===== src/rtl/btn_pkg.sv =====
// Shared constants for the riding-position button conditioning stage:
// channel indices, the "no position" code and default debounce sizing.
package btn_pkg;

  localparam int unsigned BTN_DROPS = 0;
  localparam int unsigned BTN_HOODS = 1;
  localparam int unsigned BTN_TOPS  = 2;
  localparam int unsigned BTN_BAR   = 3;
  localparam int unsigned BTN_SEAT  = 4;

  localparam logic [2:0] POS_NONE = 3'd7;

  // 10 ms of stability at 50 MHz
  localparam int unsigned DEBOUNCE_CYCLES_DEFAULT = 500000;
  localparam int unsigned CNT_W_DEFAULT           = 20;

endpackage


===== src/rtl/debounce_channel.sv =====
// One button channel: two-flop synchroniser followed by a consecutive-stable
// counter that accepts a new level and emits single-cycle press/release strobes.
module debounce_channel
  import btn_pkg::*;
#(
  parameter int unsigned DEBOUNCE_CYCLES = DEBOUNCE_CYCLES_DEFAULT,
  parameter int unsigned CNT_W           = CNT_W_DEFAULT
) (
  input  logic clk,
  input  logic rst_n,
  input  logic raw,
  output logic level,
  output logic press,
  output logic rls
);

  localparam logic [CNT_W-1:0] CNT_LAST = CNT_W'(DEBOUNCE_CYCLES - 1);

  logic             sync1_q, sync1_d;
  logic             sync2_q, sync2_d;
  logic [CNT_W-1:0] cnt_q, cnt_d;
  logic             level_q, level_d;
  logic             press_q, press_d;
  logic             rls_q, rls_d;

  always_comb begin
    sync1_d = raw;
    sync2_d = sync1_q;
    cnt_d   = cnt_q;
    level_d = level_q;
    press_d = 1'b0;
    rls_d   = 1'b0;
    // Any sample matching the current level restarts qualification.
    if (sync2_q == level_q) begin
      cnt_d = '0;
    end else if (cnt_q == CNT_LAST) begin
      level_d = sync2_q;
      cnt_d   = '0;
      press_d = sync2_q;
      rls_d   = ~sync2_q;
    end else begin
      cnt_d = cnt_q + CNT_W'(1);
    end
  end

  always_ff @(posedge clk) begin
    if (!rst_n) begin
      sync1_q <= 1'b0;
      sync2_q <= 1'b0;
      cnt_q   <= '0;
      level_q <= 1'b0;
      press_q <= 1'b0;
      rls_q   <= 1'b0;
    end else begin
      sync1_q <= sync1_d;
      sync2_q <= sync2_d;
      cnt_q   <= cnt_d;
      level_q <= level_d;
      press_q <= press_d;
      rls_q   <= rls_d;
    end
  end

  assign level = level_q;
  assign press = press_q;
  assign rls   = rls_q;

endmodule


===== src/rtl/button_debounce_bank.sv =====
// Bank of independent debounced button channels plus a registered encoder
// reporting which single hand position is held, with a change strobe.
module button_debounce_bank
  import btn_pkg::*;
#(
  parameter int unsigned N_BTN           = 5,
  parameter int unsigned DEBOUNCE_CYCLES = DEBOUNCE_CYCLES_DEFAULT,
  parameter int unsigned CNT_W           = CNT_W_DEFAULT
) (
  input  logic             clk,
  input  logic             rst_n,
  input  logic [N_BTN-1:0] btn_raw,
  output logic [N_BTN-1:0] btn_level,
  output logic [N_BTN-1:0] btn_press,
  output logic [N_BTN-1:0] btn_release,
  output logic [2:0]       pos_code,
  output logic             pos_valid,
  output logic             pos_change
);

  for (genvar g = 0; g < N_BTN; g++) begin : g_chan
    debounce_channel #(
      .DEBOUNCE_CYCLES (DEBOUNCE_CYCLES),
      .CNT_W           (CNT_W)
    ) u_chan (
      .clk   (clk),
      .rst_n (rst_n),
      .raw   (btn_raw[g]),
      .level (btn_level[g]),
      .press (btn_press[g]),
      .rls   (btn_release[g])
    );
  end

  logic [2:0] pos_code_q, pos_code_d;
  logic       pos_valid_q, pos_valid_d;
  logic [2:0] pos_prev_q, pos_prev_d;
  logic       pos_change_q, pos_change_d;

  always_comb begin
    int unsigned ones;
    logic [2:0]  idx;
    ones = 0;
    idx  = POS_NONE;
    for (int unsigned i = 0; i < N_BTN; i++) begin
      if (btn_level[i]) begin
        ones = ones + 1;
        idx  = 3'(i);
      end
    end
    pos_valid_d  = (ones == 1);
    pos_code_d   = pos_valid_d ? idx : POS_NONE;
    // Change is judged on the registered code, so it trails pos_code by a cycle.
    pos_prev_d   = pos_code_q;
    pos_change_d = (pos_code_q != pos_prev_q);
  end

  always_ff @(posedge clk) begin
    if (!rst_n) begin
      pos_code_q   <= POS_NONE;
      pos_valid_q  <= 1'b0;
      pos_prev_q   <= POS_NONE;
      pos_change_q <= 1'b0;
    end else begin
      pos_code_q   <= pos_code_d;
      pos_valid_q  <= pos_valid_d;
      pos_prev_q   <= pos_prev_d;
      pos_change_q <= pos_change_d;
    end
  end

  assign pos_code   = pos_code_q;
  assign pos_valid  = pos_valid_q;
  assign pos_change = pos_change_q;

endmodule


===== config.mk =====
export PLATFORM = sky130hd
export DESIGN_NAME = button_debounce_bank
export DESIGN_NICKNAME = d
export VERILOG_FILES = /design/src/rtl/btn_pkg.sv /design/src/rtl/debounce_channel.sv /design/src/rtl/button_debounce_bank.sv
export SDC_FILE = /design/constraint.sdc
export NUM_CORES = 1
export LEC_CHECK = 0
export CAP_MARGIN = 25
export CORE_MARGIN = 8
export CORE_UTILIZATION = 50
export CTS_BUF_LIST = sky130_fd_sc_hd__clkbuf_8
export DETAILED_ROUTE_END_ITERATION = 8
export HOLD_SLACK_MARGIN = 0.03
export PLACE_DENSITY = 0.78
export SLEW_MARGIN = 5
export SYNTH_ARGS = -nofsm -noshare
export SYNTH_HDL_FRONTEND = slang
export SYNTH_SLANG_ARGS = --single-unit

===== constraint.sdc =====
create_clock -name clk -period 2.3 [get_ports clk]
set_input_delay 0.575 -clock clk [delete_from_list [all_inputs] [get_ports clk]]
set_output_delay 0.575 -clock clk [all_outputs]
set_load 0.02 [all_outputs]

# Yosys cells after proc, flatten, opt, wreduce, memory -nomap -nowiden
# Index checks and enable logic that the tools add are counted.
dict set report op_classes {
  n_addsub 9
  n_eq_ne 12
  mux 10
  n_bitwise 17
  reduce_logical 17
}
# op count
set op_table {}
lappend op_table {{$add A32 B1 Y32 const B} 4}
lappend op_table {{$mux W32} 4}
lappend op_table {{$add A20 B1 Y20 const B} 5}
lappend op_table {{$eq A20 B19 Y1 const B} 5}
lappend op_table {{$reduce_or A3 Y1} 11}
lappend op_table {{$eq A32 B1 Y1 const B} 1}
lappend op_table {{$not A1 Y1} 17}
lappend op_table {{$mux W3} 4}
lappend op_table {{$reduce_and A2 Y1} 6}
lappend op_table {{$eq A1 B1 Y1} 5}
lappend op_table {{$ne A3 B3 Y1} 1}
lappend op_table {{$mux W2} 1}
lappend op_table {{$mux W1} 1}
dict set report totals {
  ff_bits 133
  out_inout_bits 20
}

# Longest topological paths before layout
# Gate-level depths: netlist of the first run.
dict set report logic_depth {
  word_depth 12
  depth_mapped 12
  mapped_depth_nobuf 12
}

# Cells and area by module
# From an unflattened synthesis of the first run, not the netlist that was laid out.
dict set report hier_totals {
  cells_unflattened 662
  area_unflattened_um2 6100.9
}
# mod n_inst cells_per_inst area_each_um2 seq_area_each_um2
set by_module_without_submodules {}
lappend by_module_without_submodules {debounce_channel 5 122 1114.8 500.5}
lappend by_module_without_submodules {button_debounce_bank 1 52 526.8 160.2}

# Least setup slack after synthesis of the first run
# OpenSTA, ideal clock, no wires.
dict set report synth_path {
  path_type {register -> register}
  startpoint {reg g_chan[0].u_chan.level_q}
  endpoint {reg pos_code_q[1] (netlist: pos_code[1])}
  setup_time_ns 0.127
  t_arrival_ns 2.432
  required_ns 2.173
  slack_ns -0.259
  stages_incl_launch_ff 12
  path_buffers 0
  synth_period_minus_slack_ns 2.559
  path_cell_list {dfxtp_1 -> inv_1 -> ha_1 -> xor2_4 -> ha_1 -> nand2_1 -> o31ai_1 -> ha_1 -> nand2b_1 -> mux2i_1 -> o21ai_2 -> or3_1}
}
dict set report synth_between {
  elab_chain_len 11
  elab_cells_between_ends 16
  classes_between {add/sub (4); eq/ne (1); mux (10); reduce/logical (1)}
}
# element line_no
set synth_lines {}
lappend synth_lines {{start, declared} debounce_channel.sv:22} ;# logic level_q, level_d;
lappend synth_lines {{start signal, assigned} debounce_channel.sv:58} ;# level_q <= level_d;
lappend synth_lines {{$mux W1} button_debounce_bank.sv:46} ;# if (btn_level[i]) begin
lappend synth_lines {{$add A32 B1 Y32} button_debounce_bank.sv:47} ;# ones = ones + 1;
lappend synth_lines {{$mux W32} button_debounce_bank.sv:46}
lappend synth_lines {{$add A32 B1 Y32} button_debounce_bank.sv:47}
lappend synth_lines {{$mux W32} button_debounce_bank.sv:46}
lappend synth_lines {{$add A32 B1 Y32} button_debounce_bank.sv:47}
lappend synth_lines {{$mux W32} button_debounce_bank.sv:46}
lappend synth_lines {{$add A32 B1 Y32} button_debounce_bank.sv:47}
lappend synth_lines {{$mux W32} button_debounce_bank.sv:46}
lappend synth_lines {{$eq A32 B1 Y1} button_debounce_bank.sv:51} ;# pos_valid_d = (ones == 1);
lappend synth_lines {{$reduce_and A2 Y1 (no line)} -}
lappend synth_lines {{end signal, assigned} button_debounce_bank.sv:65} ;# pos_code_q <= pos_code_d;
lappend synth_lines {{end, declared} button_debounce_bank.sv:35} ;# logic [2:0] pos_code_q, pos_code_d;
# Several ways; a longest one is shown, not always the timed one.
# A chain may end at the register's enable or synchronous reset.

# Worst setup path after layout of the first run
dict set report layout_path {
  startpoint {reg g_chan[1].u_chan.level_q}
  endpoint {reg pos_code_q[1] (netlist: pos_code[1])}
}
dict set report layout_between {
  elab_chain_len 9
  elab_cells_between_ends 13
  classes_between {add/sub (3); eq/ne (1); mux (8); reduce/logical (1)}
}
# element line_no
set layout_lines {}
lappend layout_lines {{start, declared} debounce_channel.sv:22}
lappend layout_lines {{start signal, assigned} debounce_channel.sv:58}
lappend layout_lines {{$mux W32} button_debounce_bank.sv:46}
lappend layout_lines {{$add A32 B1 Y32} button_debounce_bank.sv:47}
lappend layout_lines {{$mux W32} button_debounce_bank.sv:46}
lappend layout_lines {{$add A32 B1 Y32} button_debounce_bank.sv:47}
lappend layout_lines {{$mux W32} button_debounce_bank.sv:46}
lappend layout_lines {{$add A32 B1 Y32} button_debounce_bank.sv:47}
lappend layout_lines {{$mux W32} button_debounce_bank.sv:46}
lappend layout_lines {{$eq A32 B1 Y1} button_debounce_bank.sv:51}
lappend layout_lines {{$reduce_and A2 Y1 (no line)} -}
# Several ways; a longest one is shown, not always the timed one.

==> flow_metrics.env, run 1 <==
export IMPL_status="finished, violations left"
export IMPL_violated_checks="setup timing"
export IMPL_critical_path_reg2reg_endpoint="pos_code[1]$_SDFF_PN1_"
export IMPL_postLayoutSetupSlackWorst_ns=-0.0574
export IMPL_finish_stage_setup_viols=3
export IMPL_first_pass_iters=4
export IMPL_mostFrequentLayoutCell="nor2_1"
export IMPL_timing_slew_headroom_pct=53.2
export IMPL_async_reset_ff_share_pct=0
export IMPL_cts_htree_levels=4
export IMPL_synth_edf_count=0
export IMPL_postSynthNetCount=658
export IMPL_timing_fmax_mhz=424
export IMPL_initial_core_util_pct=51.0
export IMPL_cp_end_kind="register"
export IMPL_groute_usage_overall_pct=14.7
export IMPL_rrSetupSlack_ns=-0.06
export IMPL_clock_sinks=133
export IMPL_clkSlewWorstSetupHoldPaths_ns=0.08
export IMPL_cellPowerDensity_nw_per_um2=633
export IMPL_clock_latency_ns=0.44
export IMPL_pin_count=27
export IMPL_finalMaxSlewViolations=0
export IMPL_period_share_pct=102
export IMPL_syn_mean_instance_area_um2=9.00
export IMPL_wl_um=10500
export IMPL_detailedPlace_worstSlack_ns=-0.158
export IMPL_fp_dieW_um=123
export IMPL_ant_nets=0
export IMPL_tightest_slew_ns=0.701
export IMPL_critical_path_arrival_ns=2.67
export IMPL_finalNetCount=689
export IMPL_worst_path_most_repeated_cell="ha_4"
export IMPL_ys_flop_type="dfxtp_1"
export IMPL_die_boundary_height_um=123
export IMPL_rsz0062_at_grt="yes"
export IMPL_synth_sequential_area_ratio_pct=46.1
export IMPL_crit_required_ns=2.62
export IMPL_fin_total_pwr_w=0.00416
export IMPL_vias_per_cell=5.10
export IMPL_instance_count_of_the_mapped_netlist=641
export IMPL_insertedDiodeCount=0
export IMPL_setup_worst_path_start_class="register"
export IMPL_number_of_antenna_violations_at_the_first_check_in_global_routing=0
export IMPL_drc=0
export IMPL_irDropWorstVdd_mv=0.426
export IMPL_grt_pass1_wl_um=18100
export IMPL_fin_setup_tns_ns=-0.160
export IMPL_synth_area_um2=5770
export IMPL_leakage_power_figure_nw=2.14
export IMPL_drt_first_iter_violations=201
export IMPL_tritoncts_num_buffers=17
export IMPL_min_from="g_chan[4].u_chan.sync1_q$_SDFF_PN0_"
export IMPL_placement_io_buffers=26
export IMPL_category_of_the_most_critical_setup_path="reg2reg"
export IMPL_holdPathEnd="g_chan[4].u_chan.sync2_q$_SDFF_PN0_"
export IMPL_critPathSlowestCell="dfxtp_2"
export IMPL_worstPathCellList="inv_2 > ha_4 > xor2_4 > ha_4 > nand2_4 > o31ai_2 > ha_1 > nand2b_4 > mux2i_2 > o21ai_2 > or3_1"
export IMPL_worst_r2r_path_depth=11
export IMPL_area_growth_syn_to_layout_pct=14.1
export IMPL_average_wire_length_per_cell_after_detail_routing_um=12.7
export IMPL_dp_hpwl_um=7570
export IMPL_cts_root_buffer="clkbuf_8"
export IMPL_largest_incremental_delay_on_the_critical_path_ns=0.36
export IMPL_synth_seq_cells=133
export IMPL_dr_total_vias=4226
export IMPL_design_core_area_um2=11300
export IMPL_gp_routability_congestion=0.794
export IMPL_tritoncts="built"
export IMPL_layout_drive_gt1_share_pct=12.3
export IMPL_ys_warn_count=0
export IMPL_worstHoldPathCells=1
export IMPL_final_clock_skew_ns=0.00962
export IMPL_fp_row_count=39
export IMPL_maximum_fanout_count_along_the_critical_path=4
export IMPL_netlist_cell_type_count=43
export IMPL_final_hold_viol_count=0
export IMPL_globalRoute_totalOverflow=0
export IMPL_max_cap_viol_count=0
export IMPL_final_cell_mix="136 x nor2_1, 128 x dfxtp_1, 50 x xor2_1, 49 x xnor2_1, 40 x nand2_1"
export IMPL_grt_max_degree=21
export IMPL_minimum_clock_period_after_layout_ns=2.36
export IMPL_clock_tree_buffer_depth=2
export IMPL_die_area_um2=15200
export IMPL_hp_class="reg2reg"
export IMPL_timing_rr_start="g_chan[1].u_chan.level$_SDFFE_PN0P_"
export IMPL_vias_in_the_first_global_route=4160
final cells by class:
type | instances | area [um^2]
Clock inverter | 15 | 133
Clock buffer | 17 | 234
Multi-Input combinational cell | 458 | 2900
Fill cell | 989 | 4740
Tap cell | 143 | 179
Inverter | 18 | 67.6
Sequential cell | 133 | 2670
Timing Repair Buffer | 44 | 395
logic make-up (layout without fill, tap and decap cells):
| family | Yosys count | in the layout | share of synthesized area (%) |
|---|---|---|---|
| AO/OA/AOI/OAI | 7 | 7 | 1.28 |
| XOR/XNOR | 101 | 101 | 15.7 |
| adder cells (fa/ha/maj) | 10 | 10 | 2.17 |
| buffers and inverters | 50 | 94 | 4.75 |
| flip-flops | 133 | 133 | 46.1 |
| multiplexers | 6 | 6 | 1.04 |
| AND/OR/NAND/NOR | 334 | 334 | 29.0 |
Yosys cell counts (8+ instances only):
| master | count | area share (%) |
|---|---|---|
| and2_1 | 13 | 1.4 |
| and3_1 | 9 | 0.98 |
| and4_1 | 10 | 1.5 |
| buf_4 | 19 | 2.5 |
| dfxtp_1 | 133 | 46 |
| ha_1 | 10 | 2.2 |
| inv_1 | 18 | 1.2 |
| nand2_1 | 41 | 2.7 |
| nand3_1 | 37 | 3.2 |
| nand4_1 | 19 | 2.1 |
| nor2_1 | 139 | 9.0 |
| nor3_1 | 16 | 1.4 |
| nor4_1 | 8 | 0.87 |
| xnor2_1 | 49 | 7.4 |
| xor2_1 | 51 | 7.7 |
flip-flops by register name, indices dropped and copies added (netlist names):
name                   flops
g_chan.u_chan.level        5
pos_prev_q                 3
g_chan.u_chan.press        5
g_chan.u_chan.sync2_q      5
pos_valid                  1
g_chan.u_chan.sync1_q      5
pos_change                 1
pos_code                   3
g_chan.u_chan.rls          5
g_chan.u_chan.cnt_q      100
per-layer routing:
metal	track usage [%]	up-vias	wire length [um]
li1	-	2163	-
met2	25.0	53	5110
met3	4.57	20	460
met1	16.7	1990	4730
met4	6.70	0	198
met5	0	-	0
worst max path at each step:
stage,from,endpoint,slack (ns),cells after the start
floorplan,g_chan[1].u_chan.level$_SDFFE_PN0P_,pos_code[0]$_SDFF_PN1_,-0.04,11
global placement,g_chan[0].u_chan.level$_SDFFE_PN0P_,pos_code[0]$_SDFF_PN1_,-0.03,12
detailed placement,g_chan[1].u_chan.level$_SDFFE_PN0P_,pos_code[1]$_SDFF_PN1_,-0.16,12
CTS,g_chan[1].u_chan.level$_SDFFE_PN0P_,pos_code[1]$_SDFF_PN1_,-0.09,11
global route,g_chan[1].u_chan.level$_SDFFE_PN0P_,pos_code[1]$_SDFF_PN1_,-0.17,11
finish,g_chan[1].u_chan.level$_SDFFE_PN0P_,pos_code[1]$_SDFF_PN1_,-0.06,11
what timing repair did:
item                                    CTS  global route
gates resized for setup                   5             7
endpoints found under the setup margin    4             6
hold buffers                              0             0
pin swaps                                 2             3
buffers inserted                          2             0
hold endpoints to repair                  0             0
report_power, final:
group / internal (W) / leakage, nW / total (W) / switching [W]
logic: 0.0000219 / 0.894 / 0.0000515 / 0.0000296
clock network: 0.000853 / 0.166 / 0.00180 / 0.000942
registers: 0.00231 / 1.08 / 0.00232 / 0.00000725
total: 0.00319 / 2.14 / 0.00416 / 0.000979
critical path, delay by kind of cell (launching register included):
family	cells	cell delay (ns)
adder cells (fa/ha/maj)	3	0.81
AND/OR/NAND/NOR	3	0.52
flip-flops	1	0.36
XOR/XNOR	1	0.18
multiplexers	1	0.16
AO/OA/AOI/OAI	2	0.15
buffers and inverters	1	0.06
metrics by stage:
step / cells / cell area, um^2 / util [%] / hold WS [ns]
6_report: 828 / 6580 / 58.1 / 0.441
5_1_grt: 828 / 6580 / 58.1 / 0.451
4_1_cts: 828 / 6560 / 57.9 / 0.443
3_5_place_dp: 795 / 6160 / 54.4 / 0.426
3_3_place_gp: 795 / 6160 / 54.4 / 0.421
2_1_floorplan: 641 / 5800 / - / 0.412
(Power assumes the default switching activity.)
==> inputs of run 2 (changes only) <==
CORE_UTILIZATION = 56   (was 50)
PLACE_DENSITY = 0.85   (was 0.78)
==> flow_metrics.env, run 2 (synthesized netlist as in run 1, its figures left out) <==
export IMPL_gp_routability_congestion=0.793
export IMPL_postLayoutSetupSlackWorst_ns=-0.104
export IMPL_globalRoute_totalOverflow=0
export IMPL_minimum_clock_period_after_layout_ns=2.40
export IMPL_final_clock_skew_ns=0.0107
export IMPL_multi_input_combinational_cell_area_um2=2900
export IMPL_tightest_slew_ns=0.691
export IMPL_category_of_the_most_critical_setup_path="reg2reg"
export IMPL_clock_sinks=133
export IMPL_cts_root_buffer="clkbuf_8"
export IMPL_grt_pass1_wl_um=18400
export IMPL_period_share_pct=105
export IMPL_area_growth_syn_to_layout_pct=14.5
export IMPL_cellPowerDensity_nw_per_um2=651
export IMPL_mostFrequentLayoutCell="nor2_1"
export IMPL_initial_core_util_pct=56.7
export IMPL_detailedPlace_worstSlack_ns=-0.128
export IMPL_final_cell_mix="137 x nor2_1, 129 x dfxtp_1, 51 x xor2_1, 49 x xnor2_1, 40 x nand2_1"
export IMPL_pin_count=27
export IMPL_final_hold_viol_count=0
export IMPL_ant_nets=0
export IMPL_cts_hold_buffers=0
export IMPL_dp_hpwl_um=7500
export IMPL_maximum_fanout_count_along_the_critical_path=4
export IMPL_placed_cells=788
export IMPL_grt_max_degree=21
export IMPL_met1_length_um=4750
export IMPL_max_cap_viol_count=0
export IMPL_largest_reg_flops=100
export IMPL_met3_wirelength_um=465
export IMPL_tritoncts_num_buffers=17
export IMPL_dr_total_vias=4262
export IMPL_design_core_area_um2=10200
export IMPL_crit_required_ns=2.61
export IMPL_clock_latency_ns=0.44
export IMPL_critical_path_arrival_ns=2.71
export IMPL_die_boundary_height_um=118
export IMPL_status="finished, violations left"
export IMPL_rsz0062_at_grt="yes"
export IMPL_hp_class="reg2reg"
export IMPL_irDropWorstVdd_mv=0.605
export IMPL_number_of_antenna_violations_at_the_first_check_in_global_routing=0
export IMPL_violated_checks="setup timing"
export IMPL_finish_stage_setup_viols=3
export IMPL_top_register="g_chan.u_chan.cnt_q"
export IMPL_final_util_pct=64.9
export IMPL_die_area_um2=13800
export IMPL_drc=0
export IMPL_vias_per_cell=5.19
export IMPL_placement_io_buffers=26
export IMPL_cp_end_kind="register"
export IMPL_met2RoutedLength_um=5400
export IMPL_clock_tree_buffer_depth=2
export IMPL_finalMaxSlewViolations=0
export IMPL_groute_usage_overall_pct=15.9
export IMPL_layout_drive_gt1_share_pct=11.7
export IMPL_setup_worst_path_start_class="register"
export IMPL_topmost_layer_with_routed_signal_wires="met4"
export IMPL_finalNetCount=689
export IMPL_cts_htree_levels=4
export IMPL_fp_dieW_um=118
export IMPL_timing_fmax_mhz=416
export IMPL_average_wire_length_per_cell_after_detail_routing_um=13.1
export IMPL_layoutNonFillerInstCount=821
export IMPL_vias_in_the_first_global_route=4195
export IMPL_first_pass_iters=5
export IMPL_wl_um=10800
export IMPL_timing_slew_headroom_pct=53.9
export IMPL_insertedDiodeCount=0
export IMPL_leakage_power_figure_nw=2.16
export IMPL_tritoncts="built"
export IMPL_filler_cell_count=812
export IMPL_clkSlewWorstSetupHoldPaths_ns=0.07
export IMPL_regArea_um2=2670
export IMPL_drt_first_iter_violations=169
export IMPL_fp_row_count=37
==> run 2: area by class of cell <==
cell class              instances  share of cell area [%]
clock buffers                  20                    4.17
clock inverters                12                    1.95
inverters                      18                    1.02
multi-input cells             458                    43.9
flip-flops and latches        133                    40.4
well taps                     136                    2.58
repair buffers                 44                    5.97
==> run 2: path summary, 6_finish.rpt <==
kind              depth (start not counted)  slack, ns                                   to                                start
setup / recovery                         11      -0.10               pos_code[2]$_SDFF_PP1_  g_chan[1].u_chan.level$_SDFFE_PN0P_
hold / removal                            1       0.43  g_chan[4].u_chan.sync2_q$_SDFF_PN0_  g_chan[4].u_chan.sync1_q$_SDFF_PN0_
setup reg to reg                         11      -0.10               pos_code[2]$_SDFF_PP1_  g_chan[1].u_chan.level$_SDFFE_PN0P_
hold reg to reg                           1       0.43  g_chan[4].u_chan.sync2_q$_SDFF_PN0_  g_chan[4].u_chan.sync1_q$_SDFF_PN0_
==> run 2: report_power, final <==
part	total, W	internal, W	switching (W)
sequential	0.00232	0.00231	0.00000732
combinational	0.0000512	0.0000218	0.0000293
clock	0.00193	0.00104	0.000884
==> run 2: metal layers <==
| layer | up-vias | track usage [%] |
|---|---|---|
| li1 | 2163 | - |
| met1 | 1997 | 17.3 |
| met2 | 81 | 27.8 |
| met3 | 21 | 5.56 |
| met4 | 0 | 6.49 |
| met5 | - | 0 |
==> run 2: critical path: stages, from the launching register on <==
cell and delay (ns):
dfxtp_2 0.36, inv_2 0.06, ha_4 0.26, xor2_4 0.19, ha_4 0.29, nand2_4 0.06
o31ai_4 0.06, ha_2 0.30, nand2b_4 0.13, mux2i_1 0.15, o21ai_2 0.10, a2111o_1 0.32
==> run 2: repair_timing <==
action	CTS	global route
pin swaps	1	1
resized for setup	7	4
endpoints found under the setup margin	3	5
buffers inserted	1	2
==> run 2: per-stage QoR <==
stage	setup TNS [ns]	hold slack, ns	total power, W	cell area, um^2
after global routing	-0.694	0.454	0.00445	6610
after global placement	-0.0598	0.418	0.00242	6150
after detailed placement	-0.371	0.418	0.00242	6150
after floorplan	-0.0871	0.412	0.00240	5800
after CTS	-0.210	0.426	0.00434	6590
final	-0.288	0.427	0.00430	6610
==> inputs of run 3 (changes only) <==
CORE_MARGIN = 4   (was 8)
SLEW_MARGIN = 30   (was 5)
==> flow_metrics.env, run 3 (synthesized netlist as in run 1, its figures left out) <==
export IMPL_critPathLaunch="g_chan[0].u_chan.level$_SDFFE_PN0P_"
export IMPL_cts_root_buffer="clkbuf_8"
export IMPL_final_cell_mix="136 x nor2_1, 129 x dfxtp_1, 50 x xor2_1, 49 x xnor2_1, 40 x nand2_1"
export IMPL_finalMaxSlewViolations=0
export IMPL_finalNetCount=690
export IMPL_vias_in_the_first_global_route=4233
export IMPL_groute_usage_overall_pct=19.9
export IMPL_clkSlewWorstSetupHoldPaths_ns=0.07
export IMPL_irDropWorstVdd_mv=0.523
export IMPL_rsz0062_at_grt="yes"
export IMPL_number_of_antenna_violations_at_the_first_check_in_global_routing=0
export IMPL_postLayoutSetupSlackWorst_ns=-0.0243
export IMPL_cts_htree_levels=4
export IMPL_leakage_power_figure_nw=2.19
export IMPL_clock_latency_ns=0.45
export IMPL_average_wire_length_per_cell_after_detail_routing_um=13.2
export IMPL_tightest_slew_ns=0.744
export IMPL_fp_dieW_um=110
export IMPL_category_of_the_most_critical_setup_path="reg2reg"
export IMPL_largest_reg_flops=100
export IMPL_hp_class="reg2reg"
export IMPL_layoutNonFillerInstCount=819
export IMPL_gp_routability_congestion=0.846
export IMPL_max_cap_viol_count=0
export IMPL_worstHoldPathCells=1
export IMPL_timing_rr_start="g_chan[0].u_chan.level$_SDFFE_PN0P_"
export IMPL_critPathSlowestCell="dfxtp_4"
export IMPL_drt_first_iter_violations=118
export IMPL_layout_drive_gt1_share_pct=11.8
export IMPL_clock_tree_buffer_depth=2
export IMPL_die_boundary_height_um=110
export IMPL_worst_r2r_path_depth=11
export IMPL_placedInstanceArea_um2=6140
export IMPL_timing_fmax_mhz=430
export IMPL_clock_sinks=133
export IMPL_crit_required_ns=2.63
export IMPL_wl_um=10800
export IMPL_first_pass_iters=4
export IMPL_worstPathCellList="inv_2 > ha_4 > xor2_4 > ha_4 > nand2_2 > o31ai_2 > ha_1 > nand2b_1 > mux2i_1 > o21ai_2 > or3_1"
export IMPL_cellPowerDensity_nw_per_um2=694
export IMPL_timing_slew_headroom_pct=50.0
export IMPL_maximum_fanout_count_along_the_critical_path=4
export IMPL_status="finished, violations left"
export IMPL_die_area_um2=12000
export IMPL_final_clock_skew_ns=0.00880
export IMPL_drc=0
export IMPL_grt_max_degree=23
export IMPL_largest_incremental_delay_on_the_critical_path_ns=0.36
export IMPL_placed_cells=784
export IMPL_violated_checks="setup timing"
export IMPL_minimum_clock_period_after_layout_ns=2.32
export IMPL_globalRoute_totalOverflow=0
export IMPL_critical_path_arrival_ns=2.66
export IMPL_dp_hpwl_um=7410
export IMPL_design_core_area_um2=9910
export IMPL_insertedDiodeCount=0
export IMPL_pin_count=27
export IMPL_final_cell_area_um2=6660
export IMPL_finish_stage_setup_viols=3
export IMPL_cts_hold_buffers=0
export IMPL_area_growth_syn_to_layout_pct=15.4
export IMPL_fin_total_pwr_w=0.00462
export IMPL_min_from="g_chan[1].u_chan.sync1_q$_SDFF_PN0_"
export IMPL_final_hold_viol_count=0
export IMPL_period_share_pct=101
export IMPL_vias_per_cell=5.24
export IMPL_dr_total_vias=4288
export IMPL_top_register="g_chan.u_chan.cnt_q"
export IMPL_filler_cell_count=754
export IMPL_tritoncts_num_buffers=17
export IMPL_ant_nets=0
export IMPL_placement_io_buffers=26
export IMPL_mostFrequentLayoutCell="nor2_1"
export IMPL_worst_path_most_repeated_cell="ha_4"
export IMPL_tritoncts="built"
export IMPL_fin_setup_tns_ns=-0.0615
export IMPL_cp_end_kind="register"
export IMPL_initial_core_util_pct=58.2
export IMPL_fp_row_count=36
export IMPL_setup_worst_path_start_class="register"
export IMPL_grt_pass1_wl_um=18700
## run 3: path summary, 6_finish.rpt
kind	to	slack (ns)
hold reg to reg	g_chan[1].u_chan.sync2_q$_SDFF_PN0_	0.44
setup reg to reg	pos_code[0]$_SDFF_PN1_	-0.02
setup / recovery	pos_code[0]$_SDFF_PN1_	-0.02
hold / removal	g_chan[1].u_chan.sync2_q$_SDFF_PN0_	0.44
## run 3: per-layer routing
metal  up-vias  wire (um)  share of wire (%)  track usage, %
li1       2170          -                  -               -
met1      2025       4680                 43            22.0
met2        71       5470                 50            35.3
met3        22        431                4.0            5.28
met4         0        244                2.3            9.17
met5         -          0                  0               0
## run 3: where the power goes
group	switching (W)	leakage (nW)	internal (W)
clock network	0.000905	0.233	0.00134
registers	0.00000718	1.08	0.00231
logic	0.0000304	0.883	0.0000209
total	0.000942	2.19	0.00368
## run 3: what timing repair did
item,in CTS,in global routing
buffers inserted,3,0
gates resized for setup,5,4
pin swaps,2,3
setup endpoints to repair,5,6
## run 3: cell type report
type / count / area, um^2 / area share (%)
well taps: 133 / 166 / 2.50
repair buffers: 45 / 402 / 6.03
inverters: 18 / 67.6 / 1.01
multi-input cells: 458 / 2890 / 43.3
clock buffers: 19 / 262 / 3.93
clock inverters: 13 / 205 / 3.08
flip-flops and latches: 133 / 2670 / 40.1
## run 3: stage by stage
step	hold WS (ns)	setup WS (ns)	util, %
after floorplan	0.412	-0.0372	-
after global placement	0.417	-0.0329	62.0
after detailed placement	0.420	-0.125	62.0
after CTS	0.439	-0.0740	67.1
after global routing	0.459	-0.148	67.2
final	0.437	-0.0243	67.2
## run 3: worst max-delay path, delay by kind of cell (launching register included)
kind                       cells  cell delay [ns]
adders and majority gates      3             0.79
and+or+nand+nor                3             0.50
DFF                            1             0.36
xor gates and xnor gates       1             0.19
muxes                          1             0.17
AOI/OAI and AO/OA              2             0.16
buffers and inverters          1             0.04
